`src/rtl/enc_pkg.sv`:
```
// Shared constants and helpers for the enc_pri_rr request encoder.
package enc_pkg;

  localparam logic MODE_FIXED = 1'b0;
  localparam logic MODE_RR    = 1'b1;
  localparam int   MAX_N      = 64;

  // Index width that never collapses to zero bits for tiny N.
  function automatic int clog2Safe(input int n);
    return (n <= 2) ? 1 : $clog2(n);
  endfunction

  // Clearing the lowest set bit leaves something only when two or more bits were set.
  function automatic logic multiHot(input logic [MAX_N-1:0] v);
    return (v & (v - MAX_N'(1))) != '0;
  endfunction

endpackage

```
`src/rtl/enc_pri_rr_pick.sv`:
```
// Combinational picker: first set request bit scanning upward from start, wrapping at N.
import enc_pkg::*;

module rr_pick #(
  parameter  int N = 8,
  localparam int W = clog2Safe(N)
) (
  input  logic [N-1:0] req,
  input  logic [W-1:0] start,
  output logic         hit,
  output logic [W-1:0] idx
);

  int pos;

  always_comb begin
    hit = 1'b0;
    idx = '0;
    pos = 0;
    for (int k = 0; k < N; k++) begin
      pos = (int'(start) + k) % N;
      if (!hit && req[pos[W-1:0]]) begin
        hit = 1'b1;
        idx = pos[W-1:0];
      end
    end
  end

endmodule

```
`src/rtl/enc_pri_rr.sv`:
```
// N-input fixed-priority / round-robin request encoder with a registered valid/ready output.
// Optional saturating multi-hot capture counter enabled by defining ENC_MULTI_CNT_EN.
import enc_pkg::*;

module enc_pri_rr #(
  parameter  int N = 8,
  localparam int W = clog2Safe(N)
) (
  input  logic         clk,
  input  logic         rst_n,
  input  logic         en,
  input  logic         mode,
  input  logic [N-1:0] req,
  input  logic         out_ready,
  output logic         out_valid,
  output logic [W-1:0] out_idx,
  output logic         out_multi
`ifdef ENC_MULTI_CNT_EN
  ,
  input  logic         cnt_clr,
  output logic [15:0]  multi_cnt
`endif
);

  logic         valid_q, valid_d;
  logic         multi_q, multi_d;
  logic [W-1:0] idx_q, idx_d;
  logic [W-1:0] ptr_q, ptr_d;

  logic         slotFree, capture, pickHit, multiNow;
  logic [W-1:0] startIdx, pickIdx, ptrNext;

  // Fixed priority is simply a round-robin scan that always starts at index 0.
  assign startIdx = (mode == MODE_RR) ? ptr_q : '0;

  rr_pick #(.N(N)) uPick (
    .req   (req),
    .start (startIdx),
    .hit   (pickHit),
    .idx   (pickIdx)
  );

  assign slotFree = !valid_q || out_ready;
  assign capture  = en && pickHit && slotFree;
  assign multiNow = multiHot(MAX_N'(req));
  assign ptrNext  = (pickIdx == W'(N - 1)) ? '0 : pickIdx + W'(1);

  always_comb begin
    valid_d = valid_q;
    idx_d   = idx_q;
    multi_d = multi_q;
    ptr_d   = ptr_q;
    if (capture) begin
      valid_d = 1'b1;
      idx_d   = pickIdx;
      multi_d = multiNow;
      if (mode == MODE_RR) ptr_d = ptrNext;
    end else if (out_ready) begin
      valid_d = 1'b0;
    end
  end

  always_ff @(posedge clk or negedge rst_n) begin
    if (!rst_n) begin
      valid_q <= 1'b0;
      idx_q   <= '0;
      multi_q <= 1'b0;
      ptr_q   <= '0;
    end else begin
      valid_q <= valid_d;
      idx_q   <= idx_d;
      multi_q <= multi_d;
      ptr_q   <= ptr_d;
    end
  end

  assign out_valid = valid_q;
  assign out_idx   = idx_q;
  assign out_multi = multi_q;

`ifdef ENC_MULTI_CNT_EN
  logic [15:0] cnt_q, cnt_d;

  // Clear wins over a same-cycle increment; the count sticks at all-ones.
  always_comb begin
    cnt_d = cnt_q;
    if (cnt_clr) begin
      cnt_d = '0;
    end else if (capture && multiNow && (cnt_q != 16'hFFFF)) begin
      cnt_d = cnt_q + 16'd1;
    end
  end

  always_ff @(posedge clk or negedge rst_n) begin
    if (!rst_n) cnt_q <= '0;
    else        cnt_q <= cnt_d;
  end

  assign multi_cnt = cnt_q;
`endif

endmodule

```
`config.mk`:
```
export PLATFORM = sky130hd
export DESIGN_NAME = enc_pri_rr
export DESIGN_NICKNAME = d
export VERILOG_FILES = /design/src/rtl/enc_pkg.sv /design/src/rtl/enc_pri_rr_pick.sv /design/src/rtl/enc_pri_rr.sv
export SDC_FILE = /design/constraint.sdc
export NUM_CORES = 1
export LEC_CHECK = 0
export BUFFER_PORTS_ARGS = -buffer_cell sky130_fd_sc_hd__buf_2
export CAP_MARGIN = 20
export CORE_MARGIN = 10
export CORE_UTILIZATION = 35
export CTS_CLUSTER_SIZE = 12
export DETAILED_ROUTE_END_ITERATION = 12
export GPL_TIMING_DRIVEN = 0
export RECOVER_POWER = 100
export SYNTH_ARGS = -nofsm -noshare
export SYNTH_HDL_FRONTEND = slang
export SYNTH_SLANG_ARGS = --single-unit
```
`constraint.sdc`:
```
create_clock -name clk -period 9.1 [get_ports clk]
set_input_delay 1.82 -clock clk [delete_from_list [all_inputs] [get_ports clk]]
set_output_delay 1.82 -clock clk [all_outputs]
set_load 0.005 [all_outputs]
```
# Yosys cells after proc, flatten, opt, wreduce, memory -nomap -nowiden
# Index checks and enable logic that the tools add are counted.
[classes]
n_mux = 36
addsub = 9
bitwise = 1
reduce_logical = 21
n_lt_le_gt_ge = 8
eq_ne = 1
[op_table]
columns = ["op", "count"]
rows = [
  ["$and A8 B64 Y64", 1],
  ["$reduce_bool A64 Y1", 1],
  ["$lt A3 B4 Y1 const B", 8],
  ["$mux W3", 10],
  ["$bmux W1 S3", 8],
  ["$mux W1", 18],
  ["$add A3 B3 Y3 const B", 4],
  ["$logic_and A1 B1 Y1", 9],
  ["$sub A8 B1 Y9 const B", 1],
  ["$logic_not A1 Y1", 8],
  ["$add A3 B1 Y3 const B", 2],
  ["$add A3 B2 Y3 const B", 2],
  ["$eq A3 B3 Y1 const B", 1],
  ["$reduce_and A2 Y1", 1],
  ["$reduce_bool A2 Y1", 1],
  ["$logic_or A1 B1 Y1", 1],
]
[totals]
input_bits = 13
elab_cells = 80
regBits = 8

# Longest topological paths before layout
# Gate-level depths: netlist of run 1.
[depth]
word_depth = 28
depth_mapped = 14
mapped_depth_nobuf = 13

# Hierarchy
# A second synthesis of run 1 with hierarchy kept.
[unflattened]
hier_cells = 145
area_unflattened_um2 = 1458.9
[modules_own_cells]
columns = ["mod", "instances", "area_per_inst_um2", "cells_per_inst"]
rows = [
  ["rr_pick", 1, 996.0, 108],
  ["enc_pri_rr", 1, 462.9, 37],
]

# Worst setup path before layout of run 1
# OpenSTA, ideal clock, no wires.
[synth_path]
path_type = "input port to flip-flop"
start = "input mode"
end = "register ptr_q[1]"
stages = 13
path_buffers = 2
arrival_time_ps = 4659
setup_slack_ps = 4317
cell_sequence = "and2_2 -> inv_2 -> buf_6 -> ha_1 -> clkbuf_1 -> mux4_2 -> o2111ai_2 -> or3_4 -> or3_4 -> a21boi_1 -> o22ai_1 -> ha_1 -> mux2_2"
[synth_between]
word_cells_on_any_way = 60
[synth_rtl]
columns = ["item", "line_no", "text"]
rows = [
  ["start, declared", "enc_pri_rr.sv:12", "input logic mode,"],
  ["$mux W3 (*)", "enc_pri_rr.sv:34", "assign startIdx = (mode == MODE_RR) ? ptr_q : '0;"],
  ["parallel branches: the longest is 23 deep, another holds $add A3 B1 Y3", "-", ""],
  ["$mux W3 (*)", "enc_pri_rr_pick.sv:22", "if (!hit && req[pos[W-1:0]]) begin"],
  ["named net pickIdx[1]", "enc_pri_rr.sv:31", "logic [W-1:0] startIdx, pickIdx, ptrNext;"],
  ["$add A3 B1 Y3 / $eq A3 B3 Y1 (equally long branches)", "enc_pri_rr.sv:46", "assign ptrNext = (pickIdx == W'(N - 1)) ? '0 : pickIdx + W'(1);"],
  ["$mux W3 (*)", "enc_pri_rr.sv:46", ""],
  ["named net ptrNext[1]", "enc_pri_rr.sv:31", ""],
  ["end signal, assigned", "enc_pri_rr.sv:73", "ptr_q <= ptr_d;"],
  ["end, declared", "enc_pri_rr.sv:28", "logic [W-1:0] ptr_q, ptr_d;"],
]
# Mark *: on every way through the listed nets, which the timed path passes. The select of a mux whose other input is x is not followed.
# A chain may end at the register's enable or synchronous reset.

# Worst setup path in the final report of run 1
# Ends and elaborated chain as after synthesis.

==> run metrics, run 1 <==
PortBufs 11; Primary FF master, synth dfrtp_1; max-cap viol count 0; Cell Chain, Critical Path clkbuf_1, and2_0, clkinv_1, clkbuf_1, ha_1, clkbuf_1, mux4_2, o2111ai_1, or3_1, or3_2, a22oi_1, ha_1, mux2_2; post-DP HPWL 3300 um; number of synthesized flops with an enable pin 0; Post-Route WL 4180 um; syn_area_per_cell 8.32 sq um; Initial DRT Pass Iterations 4; area of the multi-input gates 1120 sq um; worst hold path type reg -> reg; Area growth, synth to finish 8.34%; Sink Count 8; first-pass GRT wire length 7070 um; crit path kind in -> reg; Data required, critical path 9210 ps; final worst path period share 0.618; area leader, netlist dfrtp_1; flop2flop setup slack 4810 ps; vias per cell 6.07; Max clock buf depth 2; final hold viol count 0; largest cells by area after synthesis dfrtp_1, mux2i_1, mux4_2; DIE HEIGHT 84.5 um; initial DRC count 170; cell with the most instances after synthesis mux2i_1; R2R depth 12; worst hold slack 478 ps; Setup TNS 0 ps; core area 4000 sq um; CP endpoint ptr_q[1]$_DFFE_PN0P_; Clk Latency, worst-skew pair 230 ps; # Post-CTS Setup Buffers 0; Reg area 200 sq um; skew final 0.323 ps; element type at the critical path start input port; GRT Util Overall 0.115; # IOs 18; Post-synth top cells mux2i_1, nand2_1, dfrtp_1; Final min period 5620 ps; number of synthesized register bits 8; Critical R2R Capture ptr_q[1]$_DFFE_PN0P_; CTS clk-pin slew, worst paths 40 ps; Synth Warn # 0; Max VDD drop 0.180 mV; Synth Instances 175; total number of vias 1,450; Post-Syn Area 1460 sq um; DR WL/cell 17.5 um; Critical Path Most Common Cell clkbuf_1; crit-path leading delay family simple AND/OR/NAND/NOR gates; Netlist cell types 69; RSZ-0062 raised after global routing false; drc violations 0; TritonCTS clock tree done; Initial Utilization 0.364; Worst path slowest cell or3_2; hold_buf cts 0; DRT antenna net count 0; final net count 206; crit path DAT 5730 ps; outcome complete, no violations; Antenna Cells 0; initial antenna violation count 0; CP Launch Point mode; Slew @ Worst Pin 603 ps; Worst Setup End Kind flop; leakage power 0.604 nW; asr flop ratio synth 1.00; worst r2r src ptr_q[1]$_DFFE_PN0P_; PostCTS Resize Cnt 0; Max Slew Vio Count 0; power per standard cell area 313 nW/um^2; CP max stage delay 500 ps; Max Clock Freq 178 MHz; row count 23; share of cells above drive strength 1 0.169; largest net degree at the start of global routing 11; final setup fails 0; die area 7140 sq um; # fillers 415; clock root cell clkbuf_8; # H-tree levels 1; vias in the first global route 1,432; post-synth top area share 0.138; critical-path maximum fanout 10; die width 84.5 um; CP Buf/Inv Count 4; syn nets 190; gpl congestion 0.863; max_slew headroom 0.594; cell depth of the worst setup path 13; CTS buffer count 3; sequential-to-total area share from yosys stat 0.138; grt ovf 0
==> logic make-up after synthesis <==
logic type	count (synthesis)	synth area share
muxes	24	0.199
and+or+nand+nor	56	0.224
DFF	8	0.138
AOI/OAI and AO/OA	57	0.310
buffers and inverters	23	0.0808
xor gates and xnor gates	4	0.0241
adders and majority gates	3	0.0241
==> metal layers <==
layer / global-route usage / share of wire
met1: 0.155 / 0.46
met3: 0.0126 / 0.063
met5: 0 / 0
met4: 0.0494 / 0.015
met2: 0.178 / 0.46
==> report_power, final <==
part           switching (mW)  total, mW  internal (mW)
Clock                  0.0133     0.0419         0.0286
Sequential            0.00792     0.0577         0.0498
Combinational           0.230      0.394          0.165
Total                   0.251      0.494          0.243
==> worst min path at each step <==
stage	cells after the start	slack, ps	end	startpoint
after floorplan	2	470	out_idx[2]$_DFFE_PN0P_	out_idx[2]$_DFFE_PN0P_
after global placement	1	470	out_multi$_DFFE_PN0P_	out_multi$_DFFE_PN0P_
after detailed placement	2	460	out_idx[2]$_DFFE_PN0P_	out_idx[2]$_DFFE_PN0P_
after CTS	1	480	out_multi$_DFFE_PN0P_	out_multi$_DFFE_PN0P_
after global routing	1	500	out_multi$_DFFE_PN0P_	out_multi$_DFFE_PN0P_
final	1	480	out_multi$_DFFE_PN0P_	out_multi$_DFFE_PN0P_
==> registers in the layout (all words and copies together), names as in the netlist <==
name / cells
out_idx: 3
out_multi: 1
out_valid: 1
ptr_q: 3
==> final cells by class <==
type	count	share of cell area
timing repair buffer	11	0.0294
inverter	7	0.0183
multi-input combinational	144	0.708
buffer	16	0.0516
clock buffer	3	0.0262
sequential	8	0.127
tap	50	0.0397
==> cell usage in the layout, fill, tap and decap left out, drive strengths merged, types with 2 or more instances in the layout <==
master	instances
nand3	2
mux2	4
o21ai	6
a21oi	4
o21a	4
clkbuf	18
a221o	2
or3	8
nor3	6
o22ai	3
a31o	2
xor2	2
a31oi	3
nor4	2
a21boi	3
o32ai	2
nand2	13
o2111ai	2
o221ai	2
a22oi	4
xnor2	2
inv	6
nor2	7
a211oi	2
o2bb2ai	2
mux2i	17
ha	2
and2	5
or2	2
dfrtp	8
nand4bb	2
buf	12
and3b	2
o31ai	3
nand4b	2
mux4	3
==> through the flow <==
step / setup slack [ps] / instances / area, sq um / util / total power [mW]
6_report: 3480 / 239 / 1580 / 0.394 / 0.494
5_1_grt: 3280 / 239 / 1580 / 0.394 / 0.536
4_1_cts: 4120 / 239 / 1610 / 0.404 / 0.503
3_5_place_dp: 3890 / 236 / 1570 / 0.393 / 0.458
3_3_place_gp: 3900 / 236 / 1570 / 0.393 / 0.465
2_1_floorplan: 4320 / 175 / 1460 / - / 0.371
No activity file was read; power rests on OpenSTA's default activity.
==> run 2, diff against run 1 <==
--- a/config.mk
+++ b/config.mk
@@ -5,6 +5,7 @@
 export SDC_FILE = /design/constraint.sdc
 export NUM_CORES = 1
 export LEC_CHECK = 0
+export ABC_AREA = 1
 export BUFFER_PORTS_ARGS = -buffer_cell sky130_fd_sc_hd__buf_2
 export CAP_MARGIN = 20
 export CORE_MARGIN = 10
==> constraint.sdc (replaced) <==
create_clock -name clk -period 5.6 [get_ports clk]
set_input_delay 1.12 -clock clk [delete_from_list [all_inputs] [get_ports clk]]
set_output_delay 1.12 -clock clk [all_outputs]
set_load 0.005 [all_outputs]
==> run metrics, run 2 <==
CTS buffer count 3; PostCTS Resize Cnt 0; Clk Latency, worst-skew pair 230 ps; Post-synth top cells nand2_1, nand3_1, inv_1; Synth Instances 225; Max VDD drop 0.250 mV; core area 3690 sq um; CTS clk-pin slew, worst paths 40 ps; leakage power 0.838 nW; DIE HEIGHT 82.2 um; Max Slew Vio Count 0; asr flop ratio synth 1.00; Worst Setup End Kind flop; Primary FF master, synth dfrtp_1; met1 wire length 1680 um; crit path DAT 4450 ps; area leader, netlist nand2_1; Core Util, Final 0.405; GRT Util Overall 0.107; Final min period 4330 ps; # IOs 18; sequential-to-total area share from yosys stat 0.148; Worst path slowest cell ha_1; final non-filler cell area 1490 sq um; syn nets 240; Slew @ Worst Pin 480 ps; Critical Path Most Common Cell nand2_1; Initial DRT Pass Iterations 5; Max Clock Freq 231 MHz; drc violations 0; initial DRC count 80; Setup TNS 0 ps; Data required, critical path 5710 ps; max_slew headroom 0.680; Sink Count 8; # Post-CTS Setup Buffers 0; R2R depth 21; largest net degree at the start of global routing 11; initial antenna violation count 0; DRT antenna net count 0; Post-Syn Area 1350 sq um; most common cell after layout, fill and taps aside nand2_1; number of synthesized register bits 8; die width 82.2 um; final setup fails 0; skew final 0.523 ps; met3 WL 159 um; vias in the first global route 1,324; setup ws final 1270 ps; met2 WL post-DR 1620 um; Antenna Cells 0; total number of vias 1,428; crit path kind in -> reg; first-pass GRT wire length 5950 um; RSZ-0062 raised after global routing false; die area 6750 sq um; Synth Warn # 0; worst hold slack 473 ps; DR top layer met4; post-synth top area share 0.197; dpl cell area 1500 sq um; Post-Place Setup Slack 1710 ps; post-DP HPWL 2900 um; max-cap viol count 0; element type at the critical path start input port; final net count 262; worst hold path type reg -> reg; clock root cell clkbuf_8; cell with the most instances after synthesis nand2_1; vias per cell 4.87; CP max stage delay 420 ps; final hold viol count 0; largest cells by area after synthesis nand2_1, nand3_1, dfrtp_1; syn_area_per_cell 6.01 sq um; gpl congestion 0.880; TritonCTS clock tree done; Initial Utilization 0.367; hold_buf cts 0; power per standard cell area 466 nW/um^2; final worst path period share 0.774; DR WL/cell 11.9 um; number of synthesized flops with an enable pin 0; row count 22; Cell Chain, Critical Path clkbuf_1, nand2_1, clkbuf_1, ha_1, inv_1, nand3_1, nand2_1, nand2_1, nand2_1, nand3_4, nor2_1, nand2_4, nor2_8, nand3_1, clkinv_1, nand2_1, and2_1, ha_1, inv_1, nand3_1, nand3_1, nand2_1; PortBufs 17; share of cells above drive strength 1 0.212; hold depth 2; outcome complete, no violations; grt ovf 0; Netlist cell types 32; most frequent cells in the layout nand2_1, nand3_1, inv_1; critical-path maximum fanout 10; # H-tree levels 1; Max clock buf depth 2; Area growth, synth to finish 10.4%; Post-Route WL 3480 um
run 2: cell count changes in the layout (fill, tap and decap cells not counted), moves of 5 or more:
cell      previous run  this run
nand2_1             12        73
nand3_1              2        44
inv_1                5        24
mux2i_1             15         0
nand2_2              1        12
clkbuf_1            14         6
or3_1                7         0
inv_2                0         6
nand3_2              0         5
nor2_1               7        12
nor3_1               6         1
run 2: routing by layer:
metal | vias up | GRT usage
li1 | 766 | -
met1 | 618 | 0.143
met2 | 42 | 0.179
met3 | 2 | 0.0184
met4 | 0 | 0.0170
met5 | - | 0
run 2: layout make-up:
type | count | area (sq um)
inverter | 32 | 121
multi-input combinational | 180 | 946
sequential | 8 | 200
timing repair buffer | 17 | 78.8
fill | 414 | 2200
clock buffer | 3 | 41.3
tap | 48 | 60.1
buffer | 5 | 45.0
run 2: metrics by stage:
| step | total power [mW] | instances |
|---|---|---|
| 6_report | 0.695 | 293 |
| 4_1_cts | 0.723 | 293 |
| 2_1_floorplan | 0.534 | 225 |
| 3_3_place_gp | 0.650 | 290 |
| 3_5_place_dp | 0.650 | 290 |
| 5_1_grt | 0.785 | 293 |
run 2: kinds of logic after synthesis:
logic type | Yosys count | share of synthesized area
compound gates | 16 | 0.0694
buf+inv | 37 | 0.124
fa+ha+maj | 2 | 0.0185
flops | 8 | 0.148
simple gates | 160 | 0.622
xor+xnor | 2 | 0.0185
run 2: worst paths after layout:
| kind | from | end | slack, ps |
|---|---|---|---|
| hold / removal | out_idx[1]$_DFFE_PN0P_ | out_idx[1]$_DFFE_PN0P_ | 470 |
| min in group asynchronous | rst_n | out_idx[0]$_DFFE_PN0P_ | 800 |
| hold reg to reg | out_idx[1]$_DFFE_PN0P_ | out_idx[1]$_DFFE_PN0P_ | 470 |
| setup / recovery | mode | ptr_q[2]$_DFFE_PN0P_ | 1270 |
| max in group asynchronous | rst_n | ptr_q[0]$_DFFE_PN0P_ | 4520 |
| setup reg to reg | ptr_q[1]$_DFFE_PN0P_ | ptr_q[2]$_DFFE_PN0P_ | 2040 |
run 2: power breakdown:
part | internal, mW | switching, mW | total [mW]
clock network | 0.0465 | 0.0223 | 0.0689
registers | 0.0800 | 0.0193 | 0.0993
logic | 0.180 | 0.347 | 0.527
run 2: worst max-delay path: cells and delay by family:
family                   cells  cell delay [ps]
AND/OR/NAND/NOR             15             1840
buffers and inverters        5              870
adder cells (fa/ha/maj)      2              600
==> run 3, diff against run 2 <==
==> constraint.sdc (replaced) <==
create_clock -name clk -period 3.84 [get_ports clk]
set_input_delay 0.768 -clock clk [delete_from_list [all_inputs] [get_ports clk]]
set_output_delay 0.768 -clock clk [all_outputs]
set_load 0.005 [all_outputs]
==> run metrics, run 3 (same netlist as run 2, synthesis figures left out) <==
outcome complete, no violations; CTS clk-pin slew, worst paths 40 ps; Worst path slowest cell ha_1; hold_buf cts 0; Comb power frac 0.764; Worst Setup End Kind flop; final setup fails 0; Initial Utilization 0.367; final worst path period share 0.880; DRT antenna net count 0; Max Slew Vio Count 0; DIE HEIGHT 82.2 um; dpl cell area 1500 sq um; final hold viol count 0; Cell Chain, Critical Path buf_2, nand2_1, buf_2, ha_1, inv_1, nand3_1, nand2_1, nand2_1, nand2_1, nand3_4, nor2_8, nand2_4, nor2_8, nand3_2, clkinv_1, nand2_1, and2_1, ha_1, inv_1, nand3_1, nand3_1, nand2_1; first-pass GRT wire length 5950 um; GRT Util Overall 0.107; PortBufs 17; clock root cell clkbuf_8; final net count 262; CP Buf/Inv Count 5; Initial DRT Pass Iterations 4; worst hold slack 447 ps; Post-Route WL 3460 um; # IOs 18; most common cell after layout, fill and taps aside nand2_1; skew final 0.735 ps; post-DP HPWL 2900 um; grt ovf 0; # H-tree levels 1; Core Util, Final 0.411; most frequent cells in the layout nand2_1, nand3_1, inv_1, buf_2, nand2_2; die width 82.2 um; initial antenna violation count 0; critical-path maximum fanout 10; core area 3690 sq um; vias in the first global route 1,324; total number of vias 1,413; max-cap viol count 0; Flop pwr share 0.140; Internal 0.452 mW; Data required, critical path 3950 ps; Final min period 3380 ps; CTS buffer count 3; Max clock buf depth 2; power per standard cell area 683 nW/um^2; RSZ-0062 raised after global routing false; Sink Count 8; TritonCTS clock tree done; Slew @ Worst Pin 410 ps; element type at the critical path start input port; clock share of power 0.096; row count 22; die area 6750 sq um; Antenna Cells 0; drc violations 0; sw frac 0.563; Critical Path Most Common Cell nand2_1; # Post-CTS Setup Buffers 0; Clk Latency, worst-skew pair 220 ps; PostCTS Resize Cnt 0; gpl congestion 0.880; final non-filler cell total 293; crit path kind in -> reg; worst hold path type in -> async; crit path DAT 3490 ps; vias per cell 4.82; max_slew headroom 0.727; switching pwr 0.583 mW; initial DRC count 80; final non-filler cell area 1520 sq um; DR WL/cell 11.8 um; Max Clock Freq 296 MHz; CP max stage delay 360 ps; Area growth, synth to finish 12.1%; largest net degree at the start of global routing 11; crit-path leading delay family simple AND/OR/NAND/NOR gates; Setup TNS 0 ps; Post-Place Cells 290; share of cells above drive strength 1 0.224; Max VDD drop 0.365 mV; leakage power 0.858 nW
==> run 3: path summary, 6_finish.rpt <==
| kind | cells past startpoint | start | end | slack [ps] |
|---|---|---|---|---|
| worst max-delay path | 22 | mode | ptr_q[2]$_DFFE_PN0P_ | 460 |
| worst min-delay path | 1 | rst_n | out_idx[0]$_DFFE_PN0P_ | 450 |
| worst max register to register | 21 | ptr_q[1]$_DFFE_PN0P_ | ptr_q[2]$_DFFE_PN0P_ | 780 |
| worst min register to register | 2 | out_idx[1]$_DFFE_PN0P_ | out_idx[1]$_DFFE_PN0P_ | 470 |
| max in group asynchronous | 1 | rst_n | ptr_q[0]$_DFFE_PN0P_ | 3110 |
| min in group clk | 2 | out_idx[1]$_DFFE_PN0P_ | out_idx[1]$_DFFE_PN0P_ | 470 |
==> run 3: worst reg2reg max path: stages (launching register included) <==
cell	delay (ps)
dfrtp_1	410
nand2_1	140
buf_2	250
ha_1	330
inv_1	130
nand3_1	130
nand2_1	90
nand2_1	70
nand2_1	140
nand3_4	120
nor2_8	140
nand2_4	80
nor2_8	120
nand3_2	80
clkinv_1	70
nand2_1	60
and2_1	150
ha_1	180
inv_1	50
nand3_1	70
nand3_1	90
nand2_1	50
==> run 3: final cells by class <==
class                      instances  area [sq um]
fill                             411          2170
multi-input combinational        180           967
sequential                         8           200
inverter                          32           121
timing repair buffer              17          80.1
tap                               48          60.1
buffer                             5          46.3
clock buffer                       3          41.3
==> run 3: power by group through the flow <==
| stage | clock network [mW] | registers, mW | logic [mW] |
|---|---|---|---|
| after CTS | 0.0999 | 0.145 | 0.809 |
| final | 0.0991 | 0.145 | 0.792 |
| after floorplan | 0 | 0.145 | 0.634 |
| after global routing | 0.110 | 0.149 | 0.911 |
| after detailed placement | 0 | 0.146 | 0.802 |
| after global placement | 0 | 0.146 | 0.802 |
==> run 3: per-stage QoR <==
| stage | power, mW | worst slack [ps] |
|---|---|---|
| finish | 1.04 | 462 |
| global route | 1.17 | 190 |
| CTS | 1.05 | 518 |
| detailed placement | 0.948 | 301 |
| global placement | 0.948 | 273 |
| floorplan | 0.779 | 889 |
==> run 3: per-layer routing <==
| layer | vias to the layer above | share of wire | global-route usage |
|---|---|---|---|
| met5 | - | 0 | 0 |
| met2 | 33 | 0.47 | 0.179 |
| li1 | 764 | - | - |
| met3 | 2 | 0.040 | 0.0184 |
| met4 | 0 | 0.0061 | 0.0170 |
| met1 | 614 | 0.48 | 0.143 |
